## src/rtl/simplebfxp_unpack.sv

```systemverilog
// Unpacks a run of equal-width bit fields from one 32-bit word and emits one field per beat.
// Latency: the first beat is valid in the cycle after the command is accepted, then one beat per cycle.
// Backpressure: out_ready low holds the beat and all state; a new command is taken only in IDLE.
module simplebfxp_unpack (
    input  logic        clock,
    input  logic        reset,
    input  logic        cmd_valid,
    output logic        cmd_ready,
    input  logic [31:0] cmd_word,
    input  logic [4:0]  cmd_start,
    input  logic [4:0]  cmd_len,
    input  logic [4:0]  cmd_count,
    output logic        out_valid,
    input  logic        out_ready,
    output logic [31:0] out_data,
    output logic        out_last
);

    typedef enum logic {IDLE, RUN} state_t;

    state_t      state;
    state_t      state_nxt;
    logic [31:0] word_q;
    logic [4:0]  len_q;
    logic [4:0]  ptr_q;
    logic [4:0]  rem_q;
    logic        accept;
    logic        xfer;
    logic [63:0] word_dbl;
    logic [31:0] word_rot;
    logic [31:0] field_mask;

    assign cmd_ready = (state == IDLE) && !reset;
    assign out_valid = (state == RUN);
    assign accept    = cmd_valid && cmd_ready;
    assign xfer      = out_valid && out_ready;

    always_ff @(posedge clock) begin
        if (reset) begin
            state <= IDLE;
        end else begin
            state <= state_nxt;
        end
    end

    always_comb begin
        state_nxt = state;
        case (state)
            IDLE: if (accept) state_nxt = RUN;
            RUN:  if (xfer && (rem_q == 5'd0)) state_nxt = IDLE;
            default: state_nxt = IDLE;
        endcase
    end

    // len_q of 0 means a 32-bit field, so adding it leaves the pointer unchanged mod 32.
    always_ff @(posedge clock) begin
        if (reset) begin
            word_q <= '0;
            len_q  <= '0;
            ptr_q  <= '0;
            rem_q  <= '0;
        end else if (accept) begin
            word_q <= cmd_word;
            len_q  <= cmd_len;
            ptr_q  <= cmd_start;
            rem_q  <= cmd_count;
        end else if (xfer && (rem_q != 5'd0)) begin
            ptr_q <= ptr_q + len_q;
            rem_q <= rem_q - 5'd1;
        end
    end

    // Doubling the word turns a right rotation into a plain part-select.
    assign word_dbl   = {word_q, word_q};
    assign word_rot   = word_dbl[ptr_q +: 32];
    assign field_mask = (len_q == 5'd0) ? 32'hFFFF_FFFF : ((32'd1 << len_q) - 32'd1);

    assign out_data = (state == RUN) ? (word_rot & field_mask) : 32'd0;
    assign out_last = (state == RUN) && (rem_q == 5'd0);

endmodule
```

## config.mk

```make
export PLATFORM = sky130hd
export DESIGN_NAME = simplebfxp_unpack
export DESIGN_NICKNAME = d
export VERILOG_FILES = /design/src/rtl/simplebfxp_unpack.sv
export SDC_FILE = /design/constraint.sdc
export NUM_CORES = 1
export LEC_CHECK = 0
export ABC_CLOCK_PERIOD_IN_PS = 2750
export BUFFER_PORTS_ARGS = -buffer_cell sky130_fd_sc_hd__buf_2
export CORE_ASPECT_RATIO = 1.2
export CORE_MARGIN = 1
export CORE_UTILIZATION = 40
export CTS_CLUSTER_DIAMETER = 60
export DETAILED_ROUTE_END_ITERATION = 8
export HOLD_SLACK_MARGIN = 0.15
export PLACE_DENSITY = 0.7
export SLEW_MARGIN = 20
export SYNTH_ARGS = -nofsm -noshare
export SYNTH_HDL_FRONTEND = slang
export SYNTH_SLANG_ARGS = --single-unit
```

## constraint.sdc

```tcl
create_clock -name clock -period 2.75 [get_ports clock]
set_clock_uncertainty 0.05 [all_clocks]
set_input_delay 0 -clock clock [delete_from_list [all_inputs] [get_ports clock]]
set_output_delay 0 -clock clock [all_outputs]
set_load 0.005 [all_outputs]
```

After elaboration in Yosys (flattened, before gate mapping). Index checks and enable logic that the tools add are counted.

Bits in latches: 0. RAM bits: 0. Register bits after elaboration: 48. Bits in read-only memories: 0. Output and inout bits: 35. Input port bits: 51. Word-level logic and storage cells: 32. Memories: 0.

Mux-type cells: 9. Bitwise operators: 2. Add/sub/neg operators: 3. Equality and inequality tests: 0. Multiply operators: 0. Div/mod/pow operators: 0. Reduce and logical (&&, ||, !) cells: 11. Shifts and indexed selects: 2. $lt $le $gt $ge: 0.

Operator list (number): 2-to-1 mux 32 bit (2); indexed part select 64 x 6 -> 32 bit (1); AND 32 bit (1); left shift 1 x 5 -> 32 bit, first input constant (1); subtractor 32 x 1 -> 32 bit, second input constant (1); 2-to-1 mux 5 bit (4); zero test 5 bit (2); logical AND 1 bit (6); adder 5 bit (1); nonzero test 5 bit (1); subtractor 5 x 1 -> 5 bit, second input constant (1); 2-to-1 mux 1 bit (2); one-hot mux 1 bit (2 select lines) (1); nonzero test 2 bit (1); zero test 1 bit (1); inverter 1 bit (1).

Logic depth before layout (Yosys ltp). Gate-level depths: netlist of run 1.

Depth in word-level cells: 5. Depth in mapped cells: 12. Gate-level depth less buffers: 9.

Worst setup path before layout of run 1. Ideal clock, no wire load.

Path kind: register to output. From: reg len_q[1]. To: out out_data[18]. Stages on the path, launching flop included: 13. Path buffers: 3. Slack: 0.178 ns. Arrival: 2.522 ns. Required time: 2.700 ns. Cells stage by stage: dfxtp_1 > clkbuf_1 > or3_1 > clkbuf_1 > nor2_1 > inv_1 > ha_1 > clkbuf_1 > nand2b_1 > a32oi_1 > nor3_1 > o221ai_1 > nor3_1.

Longest elaborated chain between the ends: 5. Elaborated cells on any way between the ends: 6. Classes of those cells: add/sub: 1; shift: 1; mux: 2; bitwise: 1; reduce/logical: 1.

RTL lines: start, declared (RTL line 24) `logic [4:0] len_q;`; start signal, assigned (RTL line 64) `len_q <= cmd_len;`; left shift 1 x 5 -> 32 bit (RTL line 76) `assign field_mask = (len_q == 5'd0) ? 32'hFFFF_FFFF : ((32'd1 << len_q) - 32'd1);`; subtractor 32 x 1 -> 32 bit (RTL line 76); 2-to-1 mux 32 bit (*) (RTL line 76); AND 32 bit (*) (RTL line 78) `assign out_data = (state == RUN) ? (word_rot & field_mask) : 32'd0;`; 2-to-1 mux 32 bit (*) (RTL line 78); end, declared (RTL line 15) `output logic [31:0] out_data,`.

Mark *: on every way between the ends. The rest lies on a longest branch, timed or not.

Worst setup path in the final report of run 1.
From: reg ptr_q[1]. To: out out_data[31].

Longest elaborated chain between the ends: 3.

RTL lines: start, declared (RTL line 25) `logic [4:0] ptr_q;`; start signal, assigned (RTL line 65) `ptr_q <= cmd_start;`; start signal, assigned (RTL line 68) `ptr_q <= ptr_q + len_q;`; indexed part select 64 x 6 -> 32 bit (RTL line 75) `assign word_rot = word_dbl[ptr_q +: 32];`; AND 32 bit (RTL line 78); 2-to-1 mux 32 bit (RTL line 78).

No other way between the ends.

==> results of run 1 <==
-- cell usage after synthesis, types with 4 or more instances --
library cell,instances,area share
a211oi_1,7,0.011
a21o_1,4,0.0061
a21oi_1,18,0.018
a22o_1,10,0.018
a22oi_1,6,0.0091
a311oi_1,5,0.0089
and2_1,7,0.0089
and3_1,8,0.010
buf_2,7,0.0071
clkbuf_1,42,0.032
dfxtp_1,48,0.19
ha_1,7,0.018
inv_1,11,0.0084
mux2_2,29,0.066
mux2i_1,25,0.051
mux4_2,34,0.15
nand2_1,113,0.086
nand2b_1,4,0.0051
nand3_1,10,0.010
nand3b_1,35,0.053
nor2_1,44,0.033
nor2b_1,9,0.011
nor3_1,12,0.012
o211ai_1,6,0.0091
o21ai_0,11,0.011
o221a_1,4,0.0091
o221ai_1,5,0.0089
o22ai_1,17,0.022
o31ai_1,6,0.0091
xnor2_1,4,0.0071
-- state kept, by name, indices dropped and copies added, names as in the netlist --
name / cells
rem_q: 5
len_q: 5
word_q: 32
out_valid: 1
ptr_q: 5
-- cell type report --
| cell class | count | share of cell area |
|---|---|---|
| Clock buffer | 5 | 0.02023 |
| Clock inverter | 2 | 0.002023 |
| Inverter | 12 | 0.007282 |
| Multi-Input combinational cell | 484 | 0.5943 |
| Sequential cell | 48 | 0.1555 |
| Tap cell | 161 | 0.03256 |
| Timing Repair Buffer | 162 | 0.1881 |
-- critical path, cell delays in order, from the launching register on --
cell	delay (ns)
dfxtp_2	0.34
buf_12	0.27
mux4_2	0.58
a222oi_1	0.52
inv_1	0.14
o2111ai_1	0.23
nor2_1	0.09
buf_2	0.13
-- worst min path at each step --
stage,start,to,slack (ns),depth (start not counted)
3_3_place_gp,cmd_len[0],len_q[0]$_SDFFE_PP0P_,0.13,3
6_report,reset,ptr_q[1]$_SDFFE_PP0P_,0.20,3
5_1_grt,reset,cmd_ready,0.22,3
2_1_floorplan,reset,cmd_ready,-0.007,1
4_1_cts,reset,ptr_q[1]$_SDFFE_PP0P_,0.20,3
3_5_place_dp,cmd_word[9],word_q[9]$_SDFFE_PP0P_,0.14,3
-- kinds of logic (layout without fill, tap and decap cells) --
group	count (synthesis)	count (layout)	share of synthesized area
simple gates	259	259	0.2550
compound gates	123	123	0.1821
mux	88	88	0.2717
buf+inv	70	181	0.06432
flops	48	48	0.1945
fa+ha+maj	8	8	0.02178
xor+xnor	6	6	0.01064
-- per-layer routing --
layer  GRT usage  routed length, µm  vias up
li1            -                  -     2462
met1      0.3320               6835     2485
met2      0.4338               7774      265
met3     0.03423               1045       61
met4      0.1435                900        0
met5           0                  0        -
-- through the flow --
step / instance area, µm² / power, mW / setup WS [ns] / util / hold WS [ns]
final: 6186 / 2.627 / 0.07447 / 0.5131 / 0.2008
after global routing: 6186 / 2.768 / 0.005855 / 0.5131 / 0.2232
after CTS: 6165 / 2.618 / 0.05641 / 0.5113 / 0.1989
after detailed placement: 5537 / 1.954 / 0.3931 / 0.4592 / 0.1364
after global placement: 5537 / 1.941 / 0.4197 / 0.4592 / 0.1309
after floorplan: 4941 / 1.618 / 0.1779 / - / -0.006850
-- power groups by stage --
stage,logic [mW],registers [mW],clock network [mW]
finish,1.18,0.848,0.596
global route,1.27,0.855,0.638
detailed placement,1.09,0.861,0
global placement,1.09,0.856,0
floorplan,0.803,0.815,0
CTS,1.15,0.845,0.618
-- timing repair --
action / CTS / global route
endpoints found under the hold margin: 48 / 0
setup endpoints to repair: 0 / 10
resized for setup: 0 / 4
hold buffers: 49 / 0
setup buffers: 0 / 1
==> flow_summary.ini, run 1 <==
[synthesis]
yosysSeqAreaShare = 0.1945
yosysWarnings = 0
synth_cell_types = 62
syn-mean-instance-area_um2 = 8.208
synthFlopType = dfxtp_1
ys_ff_latch = 48
synthArstFlopShare = 0
synthesis.nets = 661
mappedNetlistArea_mm2 = 0.004941
synth_edf_count = 0
synthCells = 602

[job]
drv_cap = 0

[critical_path]
rr_endpoint = ptr_q[4]$_SDFFE_PP0P_
critical_path_required_ns = 2.70
startpoint = ptr_q[1]$_SDFFE_PP0P_
crit_path_start_kind = register
path_max_fanout = 43
critical_path_arrival_ns = 2.63
reg2regPathDepth = 8
cp-end-kind = primary output
r2r_slack_ns = 0.42
critPathCapture = out_data[31]
worst-setup-path-type = reg2out
rr_startpoint = len_q[0]$_SDFFE_PP0P_

[layout]
nets = 772
area_delta_synth_final_pct = 25.20
final_cells = 874
insertedDiodeCount = 0
nFillCells = 1163
drive_above_1_share = 0.2735
mostFrequentLayoutCell = nand2_1
multi_input_area_mm2 = 0.003676
regArea_um2 = 962.2
mostFrequentLayoutCells = nand2_1, buf_2, dlygate4sd3_1

[clocking]
clk_latency_ns = 0.30
cts_buffers = 5
htree_num_levels = 2
tritoncts = done
clock_sinks = 48
cts_root_buf = clkbuf_16
clk_pin_slew_ns = 0.07
clk_path_buf_depth = 2

[floorplan]
num_io_pins = 86
core_area_mm2 = 0.01206
die_w_um = 103.5
rows = 44
dieArea_mm2 = 0.01280
initial_core_util = 0.4098
die_h_um = 123.8

[drt]
vias = 5273
vias_per_cell = 6.033
ant_nets = 0
drt_iter0_drc = 357
wire_per_inst_um = 18.94
drtPass1Iterations = 5
drt-total-wl_um = 16550
remaining_drc_errors = 0

[sta]
min_period_ns = 2.676
finalHoldViolations = 0
rsz0062_at_grt = no
tns_ns = 0
setup_viol = 0
drv_slew = 0
max_slew.worst_pin.slew_ns = 0.6334
finalCritPeriodShare = 0.9729
timing.fmax_ghz = 0.3738
max-slew-margin-rel = 0.5777

[power]
p_clk_frac = 0.227
peakVddDrop_mv = 0.2985
sw_frac_of_total = 0.3772
leakagePower_nw = 2.597
power_frac_seq = 0.323
cellInternalPower_mw = 1.636
combinationalPowerShare = 0.450
switchingPower_uw = 990.7
power_density_mw_per_mm2 = 424.6

[placement]
gp_congestion = 0.9687
hpwlAfterDp_um = 12430
portBuffers = 85
dp_cells = 817

[grt]
grt_pass1_vias = 4863
grt_pass1_wl_um = 25690
grtUsageTotal = 0.2634
grt_start_max_net_pins = 49
overflow = 0
antenna_found_initial = 0

[worst_hold_path]
hold_class = in2reg

[status]
status = completed
Power figures use the tool's default switching activity.
==> run 2, diff against run 1 <==
- CELL_PAD_IN_SITES_DETAIL_PLACEMENT: unset -> 0
- CELL_PAD_IN_SITES_GLOBAL_PLACEMENT: unset -> 1
- CTS_CLUSTER_DIAMETER: 60 -> 150
- PLACE_DENSITY: 0.7 -> 0.87
==> flow_summary.ini, run 2 (synthesis results as in run 1) <==
[status]
status = completed

[power]
peakVddDrop_mv = 0.3834
leakagePower_nw = 2.625
power_density_mw_per_mm2 = 437.1

[placement]
hpwlAfterDp_um = 12520
post-place-ws_ns = 0.2417
portBuffers = 85
postPlaceCellArea_mm2 = 0.005569
dp_cells = 818
gp_congestion = 0.9479

[sta]
finalCritPeriodShare = 0.9437
setup_viol = 0
rsz0062_at_grt = no
max_slew.worst_pin.slew_ns = 0.5914
min_period_ns = 2.595
timing.fmax_ghz = 0.3853
max-slew-margin-rel = 0.6053
drv_slew = 0
tns_ns = 0
finalHoldViolations = 0
setup_ws_ns = 0.1549

[critical_path]
worst-setup-path-type = reg2out
critical_path_required_ns = 2.70
critical_path_arrival_ns = 2.55
crit_family = multiplexers
r2r_slack_ns = 0.47
cp_slowest_cell = mux4_2
reg2regPathDepth = 8
cp-end-kind = primary output
rr_startpoint = len_q[0]$_SDFFE_PP0P_
path_max_fanout = 15
crit_path_start_kind = register
path_cells = buf_12 > mux4_2 > a222oi_1 > nor2b_1 > nor3_1 > and3_1 > buf_2
slowest_delay_ns = 0.56
rr_endpoint = ptr_q[4]$_SDFFE_PP0P_
crit_buf_inv = 2

[clocking]
clk_path_buf_depth = 2
clk_latency_ns = 0.29
cts_buffers = 5
clock_sinks = 48
cts_root_buf = clkbuf_16
cts_setup_buffers = 0
tritoncts = done
htree_num_levels = 2
clk_pin_slew_ns = 0.06

[drt]
wl_met1_um = 7019
wl_met3_um = 1082
highest_layer = met4
met2_length_um = 8242
vias_per_cell = 5.976
ant_nets = 0
drtPass1Iterations = 5
drt-total-wl_um = 17080
wire_per_inst_um = 19.52
vias = 5229
drt_iter0_drc = 398
remaining_drc_errors = 0

[floorplan]
initial_core_util = 0.4098
die_h_um = 123.8
dieArea_mm2 = 0.01280
rows = 44
die_w_um = 103.5
num_io_pins = 86
core_area_mm2 = 0.01206

[grt]
grtUsageTotal = 0.2712
grt_start_max_net_pins = 49
overflow = 0
antenna_found_initial = 0
grt_pass1_vias = 4931
grt_pass1_wl_um = 26410

[worst_hold_path]
min-delay-start = reset
hold_class = in2reg
hold_end = rem_q[1]$_SDFFE_PP0P_
min_path_cells = 3

[layout]
largest_reg_flops = 32
insertedDiodeCount = 0
mostFrequentLayoutCell = nand2_1
mostFrequentLayoutCells = nand2_1, buf_2, dlygate4sd3_1
nFillCells = 1154
final_cells = 875
nets = 772
regMostFlops = word_q
fin_area_mm2 = 0.006264
final_core_util = 0.5195
area_delta_synth_final_pct = 26.77
drive_above_1_share = 0.2773

[job]
drv_cap = 0
==> run 2: cell types whose count changed in the layout (fill, tap and decap cells not counted), sizes merged <==
cell,previous run,this run
clkinvlp,1,0
bufinv,0,1
clkbuf,5,6
==> run 2: report_power, final <==
| group | internal (mW) | switching, mW | total (mW) |
|---|---|---|---|
| clock | 0.428 | 0.264 | 0.691 |
| combinational | 0.561 | 0.637 | 1.20 |
| sequential | 0.753 | 0.0952 | 0.848 |
| total | 1.74 | 0.996 | 2.74 |
==> run 2: area by class of cell <==
class	count	area [µm²]	area share
multi-input combinational	484	3696	0.5901
timing repair buffer	162	1192	0.1904
sequential	48	964.7	0.1540
tap	161	201.4	0.03216
clock buffer	6	128.9	0.02058
inverter	12	45.04	0.007191
clock inverter	2	35.03	0.005593
==> run 2: worst max-delay path by stage <==
| stage | end | depth (start not counted) | from | slack [ns] |
|---|---|---|---|---|
| finish | out_data[15] | 7 | ptr_q[1]$_SDFFE_PP0P_ | 0.15 |
| global placement | out_data[12] | 11 | len_q[0]$_SDFFE_PP0P_ | 0.13 |
| floorplan | out_data[18] | 12 | len_q[1]$_SDFFE_PP0P_ | 0.18 |
| detailed placement | out_data[12] | 11 | len_q[0]$_SDFFE_PP0P_ | 0.24 |
| CTS | out_data[15] | 7 | ptr_q[1]$_SDFFE_PP0P_ | 0.02 |
| global route | out_data[18] | 11 | len_q[1]$_SDFFE_PP0P_ | 0.03 |
==> run 2: routing by layer <==
layer	track usage	vias to the layer above
li1	-	2465
met1	0.3441	2467
met2	0.4528	252
met3	0.03704	45
met4	0.1259	0
met5	0	-
==> run 2: through the flow <==
stage          hold WS (ns)  total power, mW
2_1_floorplan     -0.006850            1.618
3_3_place_gp         0.1329            1.948
3_5_place_dp         0.1350            1.958
4_1_cts              0.1991            2.710
5_1_grt              0.2428            2.873
6_report             0.2016            2.738
==> run 2: what timing repair did <==
| item | in CTS | in global routing |
|---|---|---|
| hold endpoints to repair | 48 | 0 |
| setup endpoints to repair | 1 | 25 |
| gates cloned | 0 | 0 |
| hold buffers | 49 | 0 |
| gates resized for setup | 2 | 10 |
| pin swaps | 0 | 1 |
==> run 2: worst min-delay path, delay by kind of cell <==
kind	cells	cell delay, ns
buffers and inverters	2	0.36
AO/OA/AOI/OAI	1	0.15
